===== config.mk =====
export PLATFORM = sky130hd
export DESIGN_NAME = reg_serializer
export DESIGN_NICKNAME = d
export VERILOG_FILES = /design/src/rtl/reg_serializer.sv
export SDC_FILE = /design/constraint.sdc
export NUM_CORES = 1
export LEC_CHECK = 0
export BUFFER_PORTS_ARGS = -buffer_cell sky130_fd_sc_hd__buf_2
export CELL_PAD_IN_SITES_DETAIL_PLACEMENT = 0
export CELL_PAD_IN_SITES_GLOBAL_PLACEMENT = 1
export CORE_MARGIN = 10
export CORE_UTILIZATION = 36
export DETAILED_ROUTE_END_ITERATION = 12
export PLACE_DENSITY = 0.82
export SYNTH_ARGS = -nofsm -noshare
export SYNTH_HDL_FRONTEND = slang
export SYNTH_SLANG_ARGS = --single-unit

===== constraint.sdc =====
create_clock -name clk -period 2.03 [get_ports clk]
set_input_delay 0 -clock clk [delete_from_list [all_inputs] [get_ports clk]]
set_output_delay 0 -clock clk [all_outputs]
set_load 0.005 [all_outputs]

===== src/rtl/reg_serializer.sv =====
// rtl/reg_serializer.sv - parallel-in serial-out driver for a REG-style shift register
module reg_serializer #(
    parameter int W = 8
) (
    input  logic         clk,
    input  logic         reset,
    input  logic         in_valid,
    output logic         in_ready,
    input  logic [W-1:0] in_data,
    input  logic         in_dir,
    input  logic         hold,
    output logic [1:0]   shift,
    output logic         D0,
    output logic         busy,
    output logic         done
);
    localparam int CW = $clog2(W + 1);

    localparam logic [1:0] ST_IDLE  = 2'd0;
    localparam logic [1:0] ST_SHIFT = 2'd1;
    localparam logic [1:0] ST_DONE  = 2'd2;

    localparam logic [1:0] CODE_IDLE  = 2'b00;
    localparam logic [1:0] CODE_LEFT  = 2'b01;
    localparam logic [1:0] CODE_RIGHT = 2'b10;

    localparam logic [CW-1:0] CNT_LAST = CW'(W - 1);
    localparam logic [CW-1:0] CNT_ONE  = CW'(1);

    logic [1:0]    state_q, state_d;
    logic [CW-1:0] cnt_q, cnt_d;
    logic [W-1:0]  data_q, data_d;
    logic          dir_q, dir_d;

    // Next-state: capture on accept, rotate the outgoing bit away on each unheld shift cycle
    always_comb begin
        state_d = state_q;
        cnt_d   = cnt_q;
        data_d  = data_q;
        dir_d   = dir_q;
        case (state_q)
            ST_IDLE: begin
                if (in_valid) begin
                    data_d  = in_data;
                    dir_d   = in_dir;
                    cnt_d   = '0;
                    state_d = ST_SHIFT;
                end
            end
            ST_SHIFT: begin
                if (!hold) begin
                    // Rotation (not shift) keeps the word intact inside the transmitter
                    if (dir_q) begin
                        data_d = {data_q[0], data_q[W-1:1]};
                    end else begin
                        data_d = {data_q[W-2:0], data_q[W-1]};
                    end
                    cnt_d = cnt_q + CNT_ONE;
                    if (cnt_q == CNT_LAST) begin
                        state_d = ST_DONE;
                    end
                end
            end
            ST_DONE: begin
                state_d = ST_IDLE;
            end
            default: begin
                state_d = ST_IDLE;
            end
        endcase
    end

    // State registers; reset aborts any transfer immediately
    always_ff @(posedge clk or posedge reset) begin
        if (reset) begin
            state_q <= ST_IDLE;
            cnt_q   <= '0;
            data_q  <= '0;
            dir_q   <= 1'b0;
        end else begin
            state_q <= state_d;
            cnt_q   <= cnt_d;
            data_q  <= data_d;
            dir_q   <= dir_d;
        end
    end

    // Outputs decode directly from registered state so reset silences them without a clock
    always_comb begin
        in_ready = 1'b0;
        busy     = 1'b0;
        done     = 1'b0;
        shift    = CODE_IDLE;
        D0       = 1'b0;
        case (state_q)
            ST_IDLE: begin
                in_ready = 1'b1;
            end
            ST_SHIFT: begin
                busy = 1'b1;
                D0   = dir_q ? data_q[0] : data_q[W-1];
                if (!hold) begin
                    shift = dir_q ? CODE_RIGHT : CODE_LEFT;
                end
            end
            ST_DONE: begin
                busy = 1'b1;
                done = 1'b1;
            end
            default: begin
                in_ready = 1'b0;
            end
        endcase
    end
endmodule


Word level (Yosys, flattened, before mapping)
Cells that the tools add are included.
{"block": "word_totals", "in_bits": 13, "output_inout_bits": 6, "reg_bits": 15, "elab_cells": 36}
{"block": "op_classes", "n_mux": 19, "addsub": 1, "n_eq_ne": 6, "reduce_logical": 6}
{"cell": "$mux 8", "count": 3}
{"cell": "$pmux 8 s2", "count": 1}
{"cell": "$mux 2", "count": 6}
{"cell": "$mux 4", "count": 2}
{"cell": "$pmux 4 s2", "count": 1}
{"cell": "$ne 2x2->1 const B", "count": 3}
{"cell": "$reduce_and 3->1", "count": 2}
{"cell": "$mux 1", "count": 5}
{"cell": "$add 4x1->4 const B", "count": 1}
{"cell": "$eq 4x3->1 const B", "count": 1}
{"cell": "$pmux 2 s2", "count": 1}
{"cell": "$eq 2x1->1 const B", "count": 1}
{"cell": "$eq 2x2->1 const B", "count": 1}
{"cell": "$logic_not 2->1", "count": 1}
{"cell": "$reduce_and 2->1", "count": 1}
{"cell": "$reduce_bool 2->1", "count": 1}
{"cell": "$reduce_or 2->1", "count": 1}

Depth between registers and ports, before layout
Gate-level depths: netlist of the first run.
{"block": "logic_depth", "depth_word": 4, "ltp_mapped": 9, "ltp_nobuf": 6}

Worst setup path after synthesis of the first run
OpenSTA, ideal clock, no wires.
{"block": "synth_path", "path_kind": "register to register", "startpoint": "register state_q[0]", "endpoint": "register state_q[0]", "n_path_buf": 0, "slack_ns": 0.303, "synth_period_minus_slack_ns": 1.727, "required_ns": 1.905, "stages_incl_launch_ff": 7, "setup_ns": 0.125, "arrival_time_ns": 1.602, "cell_sequence": "dfrtp_1 -> inv_1 -> ha_1 -> nor2b_4 -> a21oi_1 -> a21boi_0 -> mux2_2"}
{"block": "synth_between", "elab_chain_len": 3, "elab_cells_between_ends": 7, "cone_classes": "4 x eq/ne; 1 x mux; 2 x reduce/logical"}
{"item": "start, declared", "line": "30", "source": "logic [1:0] state_q, state_d;"}
{"item": "start signal, assigned", "line": "81", "source": "state_q <= state_d;"}
{"item": "$eq 2x1->1 / $logic_not 2->1 (equally long branches)", "line": "41", "source": "case (state_q)"}
{"item": "$ne 2x2->1 (no source line)"}
{"item": "$reduce_and 3->1 (no source line)"}
Several ways; a longest one is shown, not always the timed one.
A chain may end at the register's enable or synchronous reset.

Worst setup path in the final report of the first run
Ends and elaborated chain as after synthesis.

==> impl_metrics.csv, run 1 <==
group,metric,value,unit
floorplanning,ios,19,
timing,hold_viol_final,1,
synth,seq_area_frac_synth,42.1,%
synth,ys_seq_elements,15,
cells_and_area,fin_nets,136,
power,powerDensity,1510,nW/µm²
cts,clk-insertion-delay-late,0.28,ns
routing,vias,726,
floorplanning,fp.dieW,69.7,µm
power,p_comb_share,51.4,%
timing,maxSlewViolCount,0,
global_routing,grt_pass1_vias,771,
synth,muxShareOfSynthArea,13.9,%
routing,drc,0,
synth,syn-instance-count,96,
cts,clk_pin_slew,0.09,ns
synth,synthXorXnorAreaFrac,0,%
synth,synthAdderAreaFrac,7.02,%
synth,synth_area,891,µm²
setup_path,cp_max_fo,5,
cells_and_area,layout-drive-gt1-share,23.9,%
power,vdd_drop_max,0.776,mV
setup_path,worst_path_largest_cell_delay,0.40,ns
routing,routedWlPerCell,14.0,µm
setup_path,arrival,2.00,ns
power,power.switching_fraction,43.0,%
timing,finalCritPeriodShare,89.9,%
setup_path,cp.required,2.20,ns
setup_path,worstSetupPathType,"flip-flop to flip-flop",
global_routing,grt_usage,8.89,%
cts,cts_max_path_buffers,2,
floorplanning,placementRows,17,
power,p_int,900,µW
cts,numCtsBuffers,3,
synth,ys_types,26,
cts,root_buffer,"clkbuf_4",
power,pwr-share-clk,10.9,%
timing,worst_pin_slew,0.579,ns
timing,grt_setup_unrepaired,"no",
timing,maxSlewHeadroom,61.4,%
cts,cts_tree,"built",
synth,synth_compound_area_share,16.4,%
cts,cts_setup_buffers,0,
setup_path,crit_chain,"inv_1, ha_1, nor2b_4, a21oi_1, a21boi_1, mux2_2",
timing,period_needed,1.83,ns
cts,htreeDepth,1,
setup_path,cp-end-kind,"flip-flop",
cells_and_area,areaGrowthSynthToFinish,17.6,%
cts,clock-sinks,15,
floorplanning,initial_utilization,39.1,%
floorplanning,fp.dieArea,4860,µm²
power,switching_power,679,µW
routing,drt-total-wl,2030,µm
global_routing,grt_max_degree,20,
setup_path,critical_path.startpoint_type,"flip-flop",
timing,setup_tns,0,ns
global_routing,antenna_found_initial,0,
timing,skew,0.000729,ns
power,p_leak,0.513,nW
placement,portBuffers,18,
cells_and_area,diodes,0,
power,p_seq_share,37.7,%
status,status,"finished, violations left",
routing,avgViaCountPerCell,5.01,
routing,drt_iter0_drc,40,
synth,synth_top_family_by_area,"compound AO/OA/AOI/OAI gates",
global_routing,grt_pass1_wl,3670,µm
synth,yosys_warnings,0,
cells_and_area,n_fill_cell,216,
placement,place_congestion,0.714,
power,total_power,1.58,mW
synth,yosys.area_share.simple,15.2,%
synth,avgSynthCellArea,9.28,µm²
setup_path,crit_path_top_delay_cell,"dfrtp_1",
floorplanning,core_area,2280,µm²
routing,drtAntennaViolNets,0,
synth,syn_nets,114,
placement,hpwl,1540,µm
timing,setup_viol,0,
routing,first_pass_iters,4,
hold_path,worstHoldPathType,"input port to flip-flop",
floorplanning,die_h,69.7,µm
global_routing,grt-ovfl-total,0,
flow_run,maxCapViolCount,0,
timing,max_freq,548,MHz
timing,whs,-0.000862,ns
status,violations,"hold timing",
==> flip-flops by register name, indices dropped and copies added (netlist names) <==
signal,flops
state_q,2
data_q,8
cnt_q,4
dir_q,1
==> path summary, 6_finish.rpt <==
path / startpoint / endpoint / slack (ns) / depth (start not counted)
setup / recovery: state_q[0]$_DFFE_PP0P_ / state_q[0]$_DFFE_PP0P_ / 0.20 / 6
hold / removal: in_data[4] / data_q[4]$_DFFE_PP0P_ / -0.0009 / 3
setup reg to reg: state_q[0]$_DFFE_PP0P_ / state_q[0]$_DFFE_PP0P_ / 0.20 / 6
hold reg to reg: data_q[1]$_DFFE_PP0P_ / data_q[1]$_DFFE_PP0P_ / 0.53 / 2
max in group asynchronous: reset / data_q[2]$_DFFE_PP0P_ / 1.34 / 3
min in group asynchronous: reset / dir_q$_DFFE_PP0P_ / 0.31 / 3
==> kinds of logic (layout without fill, tap and decap cells) <==
family,after synthesis,in the layout
AO/OA/AOI/OAI,26,26
adder cells (fa/ha/maj),5,5
buffers and inverters,9,30
flip-flops,15,15
multiplexers,12,12
AND/OR/NAND/NOR,29,29
==> worst max-delay path, delay by kind of cell, from the launching register on <==
family	cells	cell delay, ns
fa+ha+maj	1	0.25
mux	1	0.36
simple gates	1	0.15
buf+inv	1	0.08
flops	1	0.40
compound gates	2	0.47
==> Yosys cell counts <==
| master | n | share of area, % |
|---|---|---|
| a211o_1 | 1 | 0.98 |
| a211oi_1 | 1 | 0.84 |
| a21boi_0 | 1 | 0.84 |
| a21o_1 | 1 | 0.84 |
| a21oi_1 | 10 | 5.6 |
| a32o_1 | 1 | 1.1 |
| buf_2 | 2 | 1.1 |
| buf_4 | 1 | 0.84 |
| buf_6 | 1 | 1.3 |
| clkbuf_1 | 1 | 0.42 |
| clkinv_1 | 1 | 0.42 |
| dfrtp_1 | 15 | 42 |
| ha_1 | 5 | 7.0 |
| inv_1 | 3 | 1.3 |
| mux2_2 | 3 | 3.8 |
| mux2i_1 | 9 | 10 |
| nand2_1 | 10 | 4.2 |
| nand2b_1 | 1 | 0.70 |
| nand3_1 | 1 | 0.56 |
| nand3b_1 | 1 | 0.84 |
| nor2_1 | 11 | 4.6 |
| nor2b_4 | 1 | 1.5 |
| nor3_1 | 2 | 1.1 |
| nor3b_1 | 1 | 0.84 |
| o21ai_0 | 11 | 6.2 |
| or3_1 | 1 | 0.70 |
==> metal layers <==
metal  share of wire (%)  track usage, %  vias up  wire [µm]
li1                    -               -      373          -
met1                  42            10.2      341        850
met2                  54            15.2        8       1090
met3                 2.7            2.00        4         55
met4                 1.3            3.91        0         27
met5                   0               0        -          0
==> cells in the final DEF, fill, tap and decap left out <==
cell type | netlist | routed
a211o_1 | 1 | 1
a211oi_1 | 1 | 1
a21boi_1 | 0 | 1
a21o_1 | 1 | 1
a21oi_1 | 10 | 10
a32o_1 | 1 | 1
buf_2 | 2 | 18
buf_4 | 1 | 2
clkbuf_1 | 1 | 1
clkbuf_4 | 0 | 3
clkinv_1 | 1 | 1
dfrtp_1 | 15 | 15
dlygate4sd3_1 | 0 | 2
ha_1 | 5 | 4
ha_2 | 0 | 1
inv_1 | 3 | 3
mux2_2 | 3 | 3
mux2i_1 | 9 | 9
nand2_1 | 10 | 10
nand2b_1 | 1 | 1
nand3_1 | 1 | 1
nand3b_1 | 1 | 1
nor2_1 | 11 | 11
nor2b_4 | 1 | 1
nor3_1 | 2 | 2
nor3b_1 | 1 | 1
o21ai_0 | 11 | 11
or3_1 | 1 | 1
==> what timing repair did <==
item | in CTS | in global routing
hold buffers | 2 | 0
endpoints found under the hold margin | 16 | 0
endpoints found under the setup margin | 0 | 3
resized for setup | 0 | 2
==> through the flow <==
stage	hold slack (ns)	cell area (µm²)	setup WS, ns	utilization, %	instances
2_1_floorplan	-0.0985	891	0.303	-	96
3_3_place_gp	0.0919	998	0.234	43.9	139
3_5_place_dp	0.0934	998	0.156	43.9	139
4_1_cts	0.00114	1040	0.141	45.9	145
5_1_grt	0.0423	1050	0.0439	46.0	145
6_report	-0.000862	1050	0.204	46.0	145
==> final cells by class <==
type,instances,area (µm²),area share [%]
clock buffer,4,26.3,2.51
inverter,4,15.0,1.43
multi-input combinational,72,470,44.9
sequential,15,375,35.8
tap,28,35.0,3.35
timing repair buffer,22,125,11.9
==> power by group through the flow <==
stage | Clock (mW) | Combinational [mW] | Sequential (mW)
3_5_place_dp | 0 | 0.816 | 0.604
3_3_place_gp | 0 | 0.779 | 0.590
5_1_grt | 0.191 | 0.949 | 0.624
2_1_floorplan | 0 | 0.689 | 0.522
4_1_cts | 0.176 | 0.821 | 0.598
6_report | 0.172 | 0.812 | 0.595
No activity file was read; power rests on OpenSTA's default activity.
==> inputs of run 2 (changes only) <==
- CELL_PAD_IN_SITES_DETAIL_PLACEMENT: 0 -> 1
- CORE_MARGIN: 10 -> default
- CORE_UTILIZATION: 36 -> 25
- PLACE_DENSITY: 0.82 -> 0.64
==> run 2 against run 1 <==
Cell area increased by 7.4%; wire length up 9.7%; the run now ends clean; clock power increased by 5%; global-route usage up 5.2 points; first-iteration DRC count decreased by 30%; sequential share of layout area decreased by 2.5 points; via count increased by 5.9%; highest routed layer unchanged; maximum frequency down 2.9%; sequential power is essentially flat.
==> impl_metrics.csv, run 2 (synthesis gave the netlist of run 1 again) <==
group,metric,value,unit
setup_path,cp.required,2.21,ns
routing,drt-total-wl,2220,µm
global_routing,grt-ovfl-total,0,
cts,numCtsBuffers,3,
power,powerDensity,1440,nW/µm²
floorplanning,placementRows,21,
power,p_comb_share,51.8,%
hold_path,holdPathStages,3,
cells_and_area,diodes,0,
setup_path,crit_chain,"inv_1, ha_1, nor2b_4, a21oi_1, a21boi_2, mux2_2",
placement,place_congestion,0.787,
cells_and_area,finalNonFillerCells,168,
setup_path,cp_max_fo,5,
power,vdd_drop_max,0.506,mV
placement,hpwl,1590,µm
timing,grt_setup_unrepaired,"no",
cells_and_area,final-seq-area,375,µm²
setup_path,crit_path_start,"state_q[0]$_DFFE_PP0P_",
global_routing,antenna_found_initial,0,
cts,clock-sinks,15,
timing,worst_pin_slew,0.625,ns
floorplanning,fp.dieArea,3810,µm²
floorplanning,initial_utilization,26.5,%
timing,finalCritPeriodShare,92.6,%
cells_and_area,layout_commonest_cell,"buf_2",
cts,clk_pin_slew,0.09,ns
power,pwr-share-clk,11.2,%
routing,routedWlPerCell,13.2,µm
global_routing,grt_pass1_vias,776,
cts,root_buffer,"clkbuf_4",
power,switching_power,708,µW
global_routing,gr-usage-met3,2.69,%
timing,whs,0.0158,ns
global_routing,grt.busiest_layer,"met2",
timing,hold_viol_final,0,
hold_path,worstHoldPathType,"input port to flip-flop",
cts,htreeDepth,1,
setup_path,rrSetupSlack,0.15,ns
cells_and_area,regMostFlops,"data_q",
cells_and_area,n_fill_cell,424,
hold_path,holdCritStartpoint,"in_data[6]",
global_routing,grt_max_degree,18,
setup_path,reg2reg_depth,6,
routing,first_pass_iters,4,
timing,finalWorstSetupSlack,0.151,ns
routing,vias,769,
setup_path,timing.rr.start,"state_q[0]$_DFFE_PP0P_",
global_routing,grt_usage,14.1,%
power,p_leak,0.537,nW
placement,placed_cells,157,
setup_path,worstSetupPathType,"flip-flop to flip-flop",
cells_and_area,areaGrowthSynthToFinish,26.3,%
setup_path,critical_path.reg2reg.endpoint,"state_q[1]$_DFFE_PP0P_",
cells_and_area,fin_nets,141,
power,p_seq_share,37.0,%
hold_path,hold_end,"data_q[6]$_DFFE_PP0P_",
status,status,"finished clean",
routing,drtAntennaViolNets,0,
timing,maxSlewHeadroom,58.3,%
power,power.switching_fraction,43.8,%
timing,period_needed,1.88,ns
placement,place_area,1020,µm²
routing,drt_iter0_drc,28,
routing,drc,0,
timing,setup_viol,0,
cells_and_area,layout-drive-gt1-share,24.6,%
floorplanning,fp.dieW,61.7,µm
routing,avgViaCountPerCell,4.58,
cells_and_area,reg_top3,"data_q (8), cnt_q (4), state_q (2)",
timing,setup_tns,0,ns
placement,dp_slack,0.0141,ns
floorplanning,die_h,61.7,µm
floorplanning,ios,19,
floorplanning,core_area,3360,µm²
setup_path,crit_path_top_delay_cell,"dfrtp_1",
global_routing,grt_pass1_wl,3810,µm
cells_and_area,multi_input_area,474,µm²
setup_path,cp-end-kind,"flip-flop",
timing,max_freq,532,MHz
global_routing,grt_util_met1,17.7,%
setup_path,worst_path_largest_cell_delay,0.42,ns
timing,maxSlewViolCount,0,
setup_path,arrival,2.06,ns
cts,cts_tree,"built",
cts,cts_max_path_buffers,2,
cells_and_area,largest_reg_flops,8,
cts,clk-insertion-delay-late,0.29,ns
flow_run,maxCapViolCount,0,
global_routing,met2_usage,23.2,%
placement,portBuffers,18,
cells_and_area,layout_common_cells,"buf_2, dfrtp_1, nor2_1, o21ai_0",
power,p_int,907,µW
setup_path,critical_path.startpoint_type,"flip-flop",
cells_and_area,fin_area,1120,µm²
timing,skew,0.00413,ns
[run 2: layer usage]
| metal | routed length, µm | up-vias |
|---|---|---|
| met2 | 993 | 19 |
| li1 | - | 382 |
| met4 | 33 | 0 |
| met3 | 88 | 4 |
| met1 | 1110 | 364 |
| met5 | 0 | - |
[run 2: worst max-delay path: cells and delay by family, from the launching register on]
kind / cells / cell delay [ns]
muxes: 1 / 0.36
buffers and inverters: 1 / 0.09
and+or+nand+nor: 1 / 0.16
adders and majority gates: 1 / 0.26
DFF: 1 / 0.42
AOI/OAI and AO/OA: 2 / 0.49
[run 2: power by group through the flow]
stage | clock network (mW) | registers (mW) | logic [mW]
after detailed placement | 0 | 0.608 | 0.827
after CTS | 0.192 | 0.601 | 0.844
after floorplan | 0 | 0.522 | 0.689
after global routing | 0.204 | 0.624 | 0.978
final | 0.180 | 0.598 | 0.837
after global placement | 0 | 0.595 | 0.787
[run 2: area by class of cell]
class	instances	area share [%]
clock buffer	3	2.00
clock inverter	1	0.445
inverter	4	1.33
multi-input combinational	72	42.2
sequential	15	33.4
tap	46	5.12
timing repair buffer	27	15.6
[run 2: stage by stage]
step / total power [mW] / utilization (%)
after floorplan: 1.21 / -
after global placement: 1.38 / 30.4
after detailed placement: 1.44 / 30.4
after CTS: 1.64 / 33.3
after global routing: 1.81 / 33.4
final: 1.62 / 33.4
[run 2: repair_timing]
action | CTS | global route
setup endpoints to repair | 1 | 4
buffers inserted | 0 | 0
pin swaps | 0 | 0
gates resized for setup | 1 | 2
hold buffers | 7 | 0
endpoints found under the hold margin | 21 | 0
[run 2: how the worst max path moves through the flow]
stage	to	slack, ns
CTS	state_q[1]$_DFFE_PP0P_	0.08
global route	state_q[0]$_DFFE_PP0P_	0.04
floorplan	state_q[0]$_DFFE_PP0P_	0.30
global placement	state_q[0]$_DFFE_PP0P_	0.22
finish	state_q[1]$_DFFE_PP0P_	0.15
detailed placement	state_q[1]$_DFFE_PP0P_	0.01
